<file path="src/rtl/monolith_pkg.sv">
// Shared types for the Monolith-31 datapath: field element width, modulus and ingress states.
package monolith_pkg;

    localparam int unsigned FELT_W = 31;
    localparam logic [30:0] P      = 31'h7FFFFFFF;

    typedef logic [30:0] felt_t;

    typedef enum logic [2:0] {
        IDLE,
        BEAT2,
        DRAIN,
        RUN,
        OUT
    } ingress_state_t;

endpackage

</file>
<file path="src/rtl/monolith_axis_ingress_if.sv">
// Plain AXI-Stream bundle; master drives payload/valid, slave drives ready.
interface monolith_axis_ingress_if #(
    parameter int unsigned W = 32
) ();

    logic [W-1:0] tdata;
    logic         tvalid;
    logic         tready;
    logic         tlast;
    logic         tuser;

    modport master (output tdata, output tvalid, output tlast, output tuser, input  tready);
    modport slave  (input  tdata, input  tvalid, input  tlast, input  tuser, output tready);

endinterface

</file>
<file path="src/rtl/mersenne31_reduce.sv">
// Reduces a 32-bit word modulo 2^31-1; a single conditional subtract suffices since lo+hi <= 2^31.
module mersenne31_reduce
    import monolith_pkg::*;
(
    input  logic [31:0] x,
    output felt_t       red_c
);

    localparam logic [31:0] P_EXT = {1'b0, P};

    logic [31:0] sum_c;
    logic [31:0] diff_c;

    always_comb begin
        sum_c  = {1'b0, x[30:0]} + {31'd0, x[31]};
        diff_c = sum_c - P_EXT;
        red_c  = (sum_c >= P_EXT) ? diff_c[30:0] : sum_c[30:0];
    end

endmodule

</file>
<file path="src/rtl/monolith_axis_ingress.sv">
// Stream front end for monolith_top: packs one or two reduced elements into a job,
// owns the engine go/valid handshake and returns the digest as a single-beat packet.
module monolith_axis_ingress
    import monolith_pkg::*;
#(
    parameter int unsigned TIMEOUT_CYCLES = 1024,
    parameter int unsigned LAT_W          = 16
) (
    input  logic                  clk,
    input  logic                  reset,
    monolith_axis_ingress_if.slave  s_axis,
    monolith_axis_ingress_if.master m_axis,
    output felt_t                 core_in1,
    output felt_t                 core_in2,
    output logic                  core_mode,
    output logic                  core_go,
    input  felt_t                 core_out,
    input  logic                  core_valid,
    output logic [LAT_W-1:0]      last_latency
);

    ingress_state_t state_q, state_d;

    felt_t             in1_q, in1_d;
    felt_t             in2_q, in2_d;
    logic              mode_q, mode_d;
    logic              err_q, err_d;
    logic              go_q, go_d;
    logic              s_rdy_q, s_rdy_d;
    logic              m_vld_q, m_vld_d;
    logic [31:0]       m_data_q, m_data_d;
    logic              m_user_q, m_user_d;
    logic [LAT_W-1:0]  lat_q, lat_d;
    logic [LAT_W-1:0]  cnt_q, cnt_d;

    felt_t             red_c;
    logic              accept_c;
    logic [LAT_W-1:0]  cnt_inc_c;
    logic              timeout_c;

    mersenne31_reduce u_reduce (
        .x     (s_axis.tdata),
        .red_c (red_c)
    );

    always_comb begin
        state_d  = state_q;
        in1_d    = in1_q;
        in2_d    = in2_q;
        mode_d   = mode_q;
        err_d    = err_q;
        m_data_d = m_data_q;
        m_user_d = m_user_q;
        lat_d    = lat_q;
        cnt_d    = cnt_q;

        accept_c  = s_axis.tvalid && s_rdy_q;
        cnt_inc_c = (&cnt_q) ? cnt_q : cnt_q + LAT_W'(1);
        timeout_c = (32'(cnt_q) >= (TIMEOUT_CYCLES - 32'd1));

        case (state_q)
            IDLE: begin
                if (accept_c) begin
                    in1_d  = red_c;
                    in2_d  = '0;
                    mode_d = s_axis.tuser;
                    err_d  = 1'b0;
                    if (!s_axis.tuser) begin
                        if (s_axis.tlast) begin
                            state_d = RUN;
                        end else begin
                            err_d   = 1'b1;
                            state_d = DRAIN;
                        end
                    end else if (!s_axis.tlast) begin
                        state_d = BEAT2;
                    end else begin
                        // Short compress packet still runs, with in2 left at zero
                        err_d   = 1'b1;
                        state_d = RUN;
                    end
                end
            end
            BEAT2: begin
                if (accept_c) begin
                    in2_d = red_c;
                    if (s_axis.tlast) begin
                        state_d = RUN;
                    end else begin
                        err_d   = 1'b1;
                        state_d = DRAIN;
                    end
                end
            end
            DRAIN: begin
                if (accept_c && s_axis.tlast) begin
                    state_d = RUN;
                end
            end
            RUN: begin
                cnt_d = cnt_inc_c;
                if (core_valid) begin
                    m_data_d = {1'b0, core_out};
                    m_user_d = err_q;
                    lat_d    = cnt_q;
                    state_d  = OUT;
                end else if (timeout_c) begin
                    m_data_d = '0;
                    m_user_d = 1'b1;
                    lat_d    = cnt_inc_c;
                    state_d  = OUT;
                end
            end
            OUT: begin
                if (m_vld_q && m_axis.tready) begin
                    state_d = IDLE;
                end
            end
            default: state_d = IDLE;
        endcase

        if ((state_d == RUN) && (state_q != RUN)) begin
            cnt_d = '0;
        end

        // Handshake outputs are registered from the next state so they track state_q exactly
        go_d    = (state_d == RUN);
        m_vld_d = (state_d == OUT);
        s_rdy_d = (state_d == IDLE) || (state_d == BEAT2) || (state_d == DRAIN);
    end

    always_ff @(posedge clk) begin
        if (reset) begin
            state_q  <= IDLE;
            in1_q    <= '0;
            in2_q    <= '0;
            mode_q   <= 1'b0;
            err_q    <= 1'b0;
            go_q     <= 1'b0;
            s_rdy_q  <= 1'b0;
            m_vld_q  <= 1'b0;
            m_data_q <= '0;
            m_user_q <= 1'b0;
            lat_q    <= '0;
            cnt_q    <= '0;
        end else begin
            state_q  <= state_d;
            in1_q    <= in1_d;
            in2_q    <= in2_d;
            mode_q   <= mode_d;
            err_q    <= err_d;
            go_q     <= go_d;
            s_rdy_q  <= s_rdy_d;
            m_vld_q  <= m_vld_d;
            m_data_q <= m_data_d;
            m_user_q <= m_user_d;
            lat_q    <= lat_d;
            cnt_q    <= cnt_d;
        end
    end

    assign s_axis.tready = s_rdy_q;
    assign m_axis.tvalid = m_vld_q;
    assign m_axis.tdata  = m_data_q;
    assign m_axis.tuser  = m_user_q;
    assign m_axis.tlast  = 1'b1;
    assign core_in1      = in1_q;
    assign core_in2      = in2_q;
    assign core_mode     = mode_q;
    assign core_go       = go_q;
    assign last_latency  = lat_q;

endmodule
</file>
<file path="src/flat_wrapper.sv">
// flat-port wrapper written by rule: the top's interface ports become plain ports
module monolith_axis_ingress_flat import monolith_pkg::*;
#(
    parameter int unsigned TIMEOUT_CYCLES = 1024,
    parameter int unsigned LAT_W          = 16
)
  (clk, reset, core_in1, core_in2, core_mode, core_go, core_out, core_valid, last_latency, s_axis_tdata, s_axis_tvalid, s_axis_tlast, s_axis_tuser, s_axis_tready, m_axis_tdata, m_axis_tvalid, m_axis_tlast, m_axis_tuser, m_axis_tready);
  monolith_axis_ingress_if s_axis_i ();
  monolith_axis_ingress_if m_axis_i ();
  input  logic clk;
  input  logic reset;
  output felt_t core_in1;
  output felt_t core_in2;
  output logic core_mode;
  output logic core_go;
  input  felt_t core_out;
  input  logic core_valid;
  output logic [LAT_W-1:0] last_latency;
  input wire logic [$bits(s_axis_i.tdata)-1:0] s_axis_tdata;
  input wire logic [$bits(s_axis_i.tvalid)-1:0] s_axis_tvalid;
  input wire logic [$bits(s_axis_i.tlast)-1:0] s_axis_tlast;
  input wire logic [$bits(s_axis_i.tuser)-1:0] s_axis_tuser;
  output wire logic [$bits(s_axis_i.tready)-1:0] s_axis_tready;
  output wire logic [$bits(m_axis_i.tdata)-1:0] m_axis_tdata;
  output wire logic [$bits(m_axis_i.tvalid)-1:0] m_axis_tvalid;
  output wire logic [$bits(m_axis_i.tlast)-1:0] m_axis_tlast;
  output wire logic [$bits(m_axis_i.tuser)-1:0] m_axis_tuser;
  input wire logic [$bits(m_axis_i.tready)-1:0] m_axis_tready;
  assign s_axis_i.tdata = s_axis_tdata;
  assign s_axis_i.tvalid = s_axis_tvalid;
  assign s_axis_i.tlast = s_axis_tlast;
  assign s_axis_i.tuser = s_axis_tuser;
  assign s_axis_tready = s_axis_i.tready;
  assign m_axis_tdata = m_axis_i.tdata;
  assign m_axis_tvalid = m_axis_i.tvalid;
  assign m_axis_tlast = m_axis_i.tlast;
  assign m_axis_tuser = m_axis_i.tuser;
  assign m_axis_i.tready = m_axis_tready;
  monolith_axis_ingress #(.TIMEOUT_CYCLES(TIMEOUT_CYCLES), .LAT_W(LAT_W)) u_core (.clk(clk), .reset(reset), .s_axis(s_axis_i), .m_axis(m_axis_i), .core_in1(core_in1), .core_in2(core_in2), .core_mode(core_mode), .core_go(core_go), .core_out(core_out), .core_valid(core_valid), .last_latency(last_latency));
endmodule
</file>
<file path="config.mk">
export PLATFORM = sky130hd
export DESIGN_NAME = monolith_axis_ingress_flat
export DESIGN_NICKNAME = d
export VERILOG_FILES = /design/src/rtl/monolith_pkg.sv /design/src/rtl/monolith_axis_ingress_if.sv /design/src/rtl/mersenne31_reduce.sv /design/src/rtl/monolith_axis_ingress.sv /design/src/flat_wrapper.sv
export SDC_FILE = /design/constraint.sdc
export NUM_CORES = 1
export LEC_CHECK = 0
export BUFFER_PORTS_ARGS = -buffer_cell sky130_fd_sc_hd__buf_2
export CORE_UTILIZATION = 30
export DETAILED_ROUTE_END_ITERATION = 10
export MAX_ROUTING_LAYER = met4
export SETUP_SLACK_MARGIN = 0.02
export SLEW_MARGIN = 20
export SYNTH_ARGS = -nofsm -noshare
export SYNTH_HDL_FRONTEND = slang
export SYNTH_SLANG_ARGS = --single-unit
export TNS_END_PERCENT = 5
</file>
<file path="constraint.sdc">
create_clock -name clk -period 5.4 [get_ports clk]
set_clock_uncertainty 0.2 [all_clocks]
set_input_delay 1.08 -clock clk [delete_from_list [all_inputs] [get_ports clk]]
set_output_delay 1.08 -clock clk [all_outputs]
set_load 0.03 [all_outputs]
</file>
# After elaboration in Yosys (flattened, before gate mapping)
# Cells that the tools add are included.
# W data, S select, Z words.
# word_totals
register_bits	135
word_cells	73
input_bits	70
# classes
n_eq_ne	12
reduce_logical	16
order_cmp	2
n_mux	28
addsub	3
# op_table
op	n
$mux W31	3
$mux W32	2
$pmux W31 S2	1
$mux W16	3
$add A31 B1 Y32	1
$ge A32 B31 Y1 const B	1
$sub A31 B31 Y31 const B	1
$mux W3	7
$add A16 B1 Y16 const B	1
$ge A16 B10 Y1 const B	1
$reduce_and A16 Y1	1
$pmux W3 S5	1
$eq A3 B2 Y1 const B	4
$mux W1	9
$eq A3 B1 Y1 const B	2
$eq A3 B3 Y1 const B	2
$logic_not A3 Y1	2
$logic_and A1 B1 Y1	4
$ne A2 B1 Y1 const B	2
$reduce_and A2 Y1	2
$reduce_and A4 Y1	1
$reduce_bool A2 Y1	2
$ne A3 B2 Y1 const B	1
$reduce_and A3 Y1	1
5 further kinds	6

# Longest topological paths before layout
# depth
depth_word	7
ltp_mapped	13
depth_no_buf	10

# Cells and area by module
# From an unflattened synthesis, not the netlist that was laid out.
# hier_totals
hier_cells	857
hier_area_um2	6723.9
# modules_own_cells
module	area_each_um2	instances	cells_per_inst
monolith_axis_ingress	5406.4	1	645
mersenne31_reduce	1317.5	1	212

# Least setup slack after synthesis
# Ideal clock, no wire load.
# synth_timing
path_kind	input to register
start	input s_axis_tdata[0]
end	register u_core.in2_q[11] (netlist: u_core.core_in2[11])
setup_slack_ns	1.237
t_required_ns	5.083
stages	12
arrival_time_ns	3.846
cell_sequence	ha_1 > ha_1 > buf_2 > nand4_1 > nor4_1 > and4_1 > xor2_1 > nor4b_1 > o2111a_2 > o21ai_2 > buf_6 > a32o_1
# synth_via
elab_chain_cells	5
# synth_rtl
element	line_no	source
from (decl)	flat_wrapper.sv:19	input wire logic [$bits(s_axis_i.tdata)-1:0] s_axis_tdata;
$add A31 B1 Y32 (*)	mersenne31_reduce.sv:15	sum_c = {1'b0, x[30:0]} + {31'd0, x[31]};
$sub A31 B31 Y31 or $ge A32 B31 Y1 (tied branches)	mersenne31_reduce.sv:16, mersenne31_reduce.sv:17	
$mux W31 (*)	mersenne31_reduce.sv:17	red_c = (sum_c >= P_EXT) ? diff_c[30:0] : sum_c[30:0];
$mux W31 (*)	monolith_axis_ingress.sv:85	if (accept_c) begin
$pmux W31 S2 (*)	monolith_axis_ingress.sv:61	case (state_q)
to (signal assigned)	monolith_axis_ingress.sv:149	in2_q <= in2_d;
to (decl)	monolith_axis_ingress.sv:25	felt_t in2_q, in2_d;
# Every way passes the cells marked *; elsewhere a longest branch is shown, timed or not. The select of a mux whose other input is x is not followed.
# A chain may end at the register's enable or synchronous reset.

# Final worst setup path
# layout_timing
start	input s_axis_tdata[0]
end	register u_core.in2_q[16] (netlist: u_core.core_in2[16])
# Same word-level chain as after synthesis.

==> results.txt <==
I/O pin count: 186. The run gives 6291 as the via count of the routed design. The part of the total power dissipated in the clock network is 0.458.

The count of antenna diodes in the layout is 0, and the count of cell types in the netlist is 57. The final critical-path share of the clock period was 0.826. In this run the post-CTS setup repair buffer count came out at 0. The worst hold path belongs to the class reg -> reg.

Critical path class: in -> reg. The cell sitting at the root of the clock tree is a clkbuf_16. Summed over all nets, the switching power comes to 0.000675 W.

The portion of total power attributed to sequential cells was 0.420; the count of unresolved DRC violations after routing was 0. Cell internal power was estimated by the tool at 0.00180 W. The fraction of synthesized cell area taken by the top area cell type came out at 0.420.

TritonCTS built the clock tree. The async set-or-reset flop fraction in the synthesized netlist is 0. The initial antenna violation count was 0.

In this run, CTS created clock tree buffers numbering 17. Length of the first detailed-routing pass in iterations: 4. Ranked by instance count, the synthesized netlist is headed by dfxtp_1 (134), nand2_1 (104), nand3_1 (80), nor2_1 (79), a21oi_1 (69). Ranked by total cell area, the synthesized netlist is headed by dfxtp_1 (42%), nand3_1 (6.3%), nand2_1 (6.1%), a21oi_1 (5.4%), nor2_1 (4.6%).

The highest net fanout along the worst path is 16. The most common flop cell mapped by yosys was dfxtp_1. For this block, the initial DRC count from the detailed router was 346. Clock tree synthesis found a total of 134 sinks. The area of the core is 21000 um^2, and the number of placement rows is 53. The die outline height was 148 um.

For the total half-perimeter wirelength after legalization and detailed placement, the log shows 14.1 mm. The minimum clock period is 4.46 ns. The count of port buffers added during placement is 183, and the critical path arrival is 4.55 ns. The post-CTS clock slew at the launch and capture registers of the worst setup and hold paths was 0.06 ns.

The tools report the data required time of the worst path as 5.49 ns. The tools report the die footprint as 21900 um^2. The worst slew margin relative to its limit is 0.316. The number of hold buffers added after CTS was 0. In the post-synthesis netlist, the cell with the most instances is dfxtp_1. The mapped netlist covers 6390 um^2. The worst hold slack came out at 0.246 ns. For the initial core utilization, the log shows 0.305. Based on the critical path, the design can be clocked at up to 224 MHz. The logs give 0.183 for the overall routing resource usage and 5870 for the via count of the first global-routing pass. The average wire per standard cell was 15.8 um. The power per cell area was 306 nW/um^2.

The pin slew with the least headroom to its limit is 1.03 ns, and the final hold violation count is 0. The aggregate negative setup slack is 0 ns, and the post-detailed-routing wire length is 19.4 mm. The run gives 2 as the maximum count of clock buffers along a single path. The analysis attributes to cell leakage a power of 3.24 nW. The number of enable flip-flop cells after synthesis was 0.

The logs give 0.205 mV for the worst supply voltage drop on vdd and 0 for the setup violation total in the final timing report. For the final antenna-violating net count, the log shows 0. Synthesis inferred 134 register bits.

The fraction of layout instances using a drive strength above 1 was 0.246. The flow ran to the end, and the final reports show no timing, DRC or antenna violations. The final max-slew violation count was 0; the number of standard cells after synthesis was 788.

The tools report the post-synthesis sequential area ratio as 0.420. STA classifies the critical path endpoint as a flip-flop. The element type at the critical path start was an input pin. Die width: 148 um.

The number of warnings printed during yosys synthesis is 0, and the growth of design area from synthesis to finish is 26.3%. The first-pass GRT wire length came out at 30.7 mm. For the max-capacitance violation count, the log shows 0. The largest area contributor in the netlist was dfxtp_1. The via-per-instance ratio came out at 5.12. The net count after synthesis was 864. Setup repair after global routing left no endpoint under its margin. The tools report the number of levels in the clock H-tree as 4. The maximum number of pins on one net before global-route repair is 56. The remaining global-route overflow is 0.

After clock tree synthesis, the repair step resized 0 gates. The weighted congestion at the end of routability-driven global placement is 0.897, and the combinational power share is 0.121. After synthesis, the mean cell area works out to 8.11 um^2. The number of nets in the layout is 1018.

The switching share of power came out at 0.273. The run gives 0.41 ns as the clock latency on the worst-skew pair.
## cells in the final DEF, fill, tap and decap left out, drive strengths merged, types with 14 or more instances in the layout
cell type,n
a211oi,15
a21oi,69
a32o,14
a32oi,20
buf,192
clkbuf,19
dfxtp,134
inv,14
nand2,104
nand3,81
nand4,16
nor2,79
nor3,16
nor4,17
xnor2,17
xor2,31
## state kept, by name (all words and copies together), names as in the netlist
| register | count |
|---|---|
| u_core.core_go | 1 |
| u_core.core_mode | 1 |
| u_core.s_axis.tready | 1 |
| u_core.state_q | 3 |
| u_core.err_q | 1 |
| u_core.m_axis.tdata | 31 |
| u_core.m_axis.tvalid | 1 |
| u_core.cnt_q | 16 |
| u_core.m_axis.tuser | 1 |
| u_core.last_latency | 16 |
| u_core.core_in2 | 31 |
| u_core.core_in1 | 31 |
## cell families (layout without fill, tap and decap cells)
| group | Yosys count | after routing | share of synthesized area |
|---|---|---|---|
| AND/OR/NAND/NOR | 361 | 361 | 0.274 |
| XOR/XNOR | 48 | 48 | 0.0658 |
| multiplexers | 5 | 5 | 0.00784 |
| AO/OA/AOI/OAI | 162 | 162 | 0.174 |
| adder cells (fa/ha/maj) | 6 | 6 | 0.0118 |
| other | 2 | 2 | 0.00118 |
| flip-flops | 134 | 134 | 0.420 |
| buffers and inverters | 70 | 236 | 0.0449 |
## critical path: stages
cell and delay, ns:
buf_2 0.08, ha_1 0.22, ha_1 0.33, nand4_1 0.28
nor4_1 0.57, and4_1 0.28, xor2_1 0.23, nor4b_1 0.54
nand3_2 0.34, buf_4 0.31, a32oi_1 0.22, nor2_1 0.06
## worst paths after layout
kind                            depth (start not counted)                              endpoint                            startpoint  slack [ns]
worst max-delay path                                   12      u_core.core_in2[16]$_SDFFE_PP0P_                       s_axis_tdata[0]        0.94
worst min-delay path                                    2  u_core.m_axis.tdata[22]$_SDFFE_PP0P_  u_core.m_axis.tdata[22]$_SDFFE_PP0P_        0.25
worst max register to register                          9   u_core.last_latency[7]$_SDFFE_PP0P_          u_core.cnt_q[0]$_SDFFE_PP0P_        2.24
worst min register to register                          2  u_core.m_axis.tdata[22]$_SDFFE_PP0P_  u_core.m_axis.tdata[22]$_SDFFE_PP0P_        0.25
## per-stage QoR
step | setup WS, ns | instance area (um^2) | utilization | instances | total power, W
floorplan | 1.24 | 6390 | - | 788 | 0.00125
global placement | 0.743 | 7500 | 0.358 | 1198 | 0.00136
detailed placement | 0.581 | 7500 | 0.358 | 1198 | 0.00136
CTS | 0.993 | 8070 | 0.385 | 1229 | 0.00250
global route | 0.566 | 8070 | 0.385 | 1229 | 0.00257
finish | 0.937 | 8070 | 0.385 | 1229 | 0.00247
## cell type report
class                           instances  area [um^2]
Clock buffer                           19          443
Clock inverter                         12          130
Fill cell                            2199        12900
Inverter                               13         48.8
Multi-Input combinational cell        584         3440
Sequential cell                       134         2680
Tap cell                              275          344
Timing Repair Buffer                  192          986
## power groups by stage
stage | Clock, W | Sequential (W) | Combinational (W)
5_1_grt | 0.00120 | 0.00104 | 0.000326
3_5_place_dp | 0 | 0.00106 | 0.000299
3_3_place_gp | 0 | 0.00106 | 0.000300
6_report | 0.00113 | 0.00104 | 0.000300
2_1_floorplan | 0 | 0.00111 | 0.000141
4_1_cts | 0.00116 | 0.00104 | 0.000300
## layer usage
layer	wire (um)	share of wire	global-route usage	vias up
met5	0	0	-	-
met4	325	0.017	0.0670	0
met3	1200	0.062	0.0441	19
met2	8530	0.44	0.274	207
met1	9320	0.48	0.237	2914
li1	-	-	-	3151
Power figures use the tool's default switching activity.
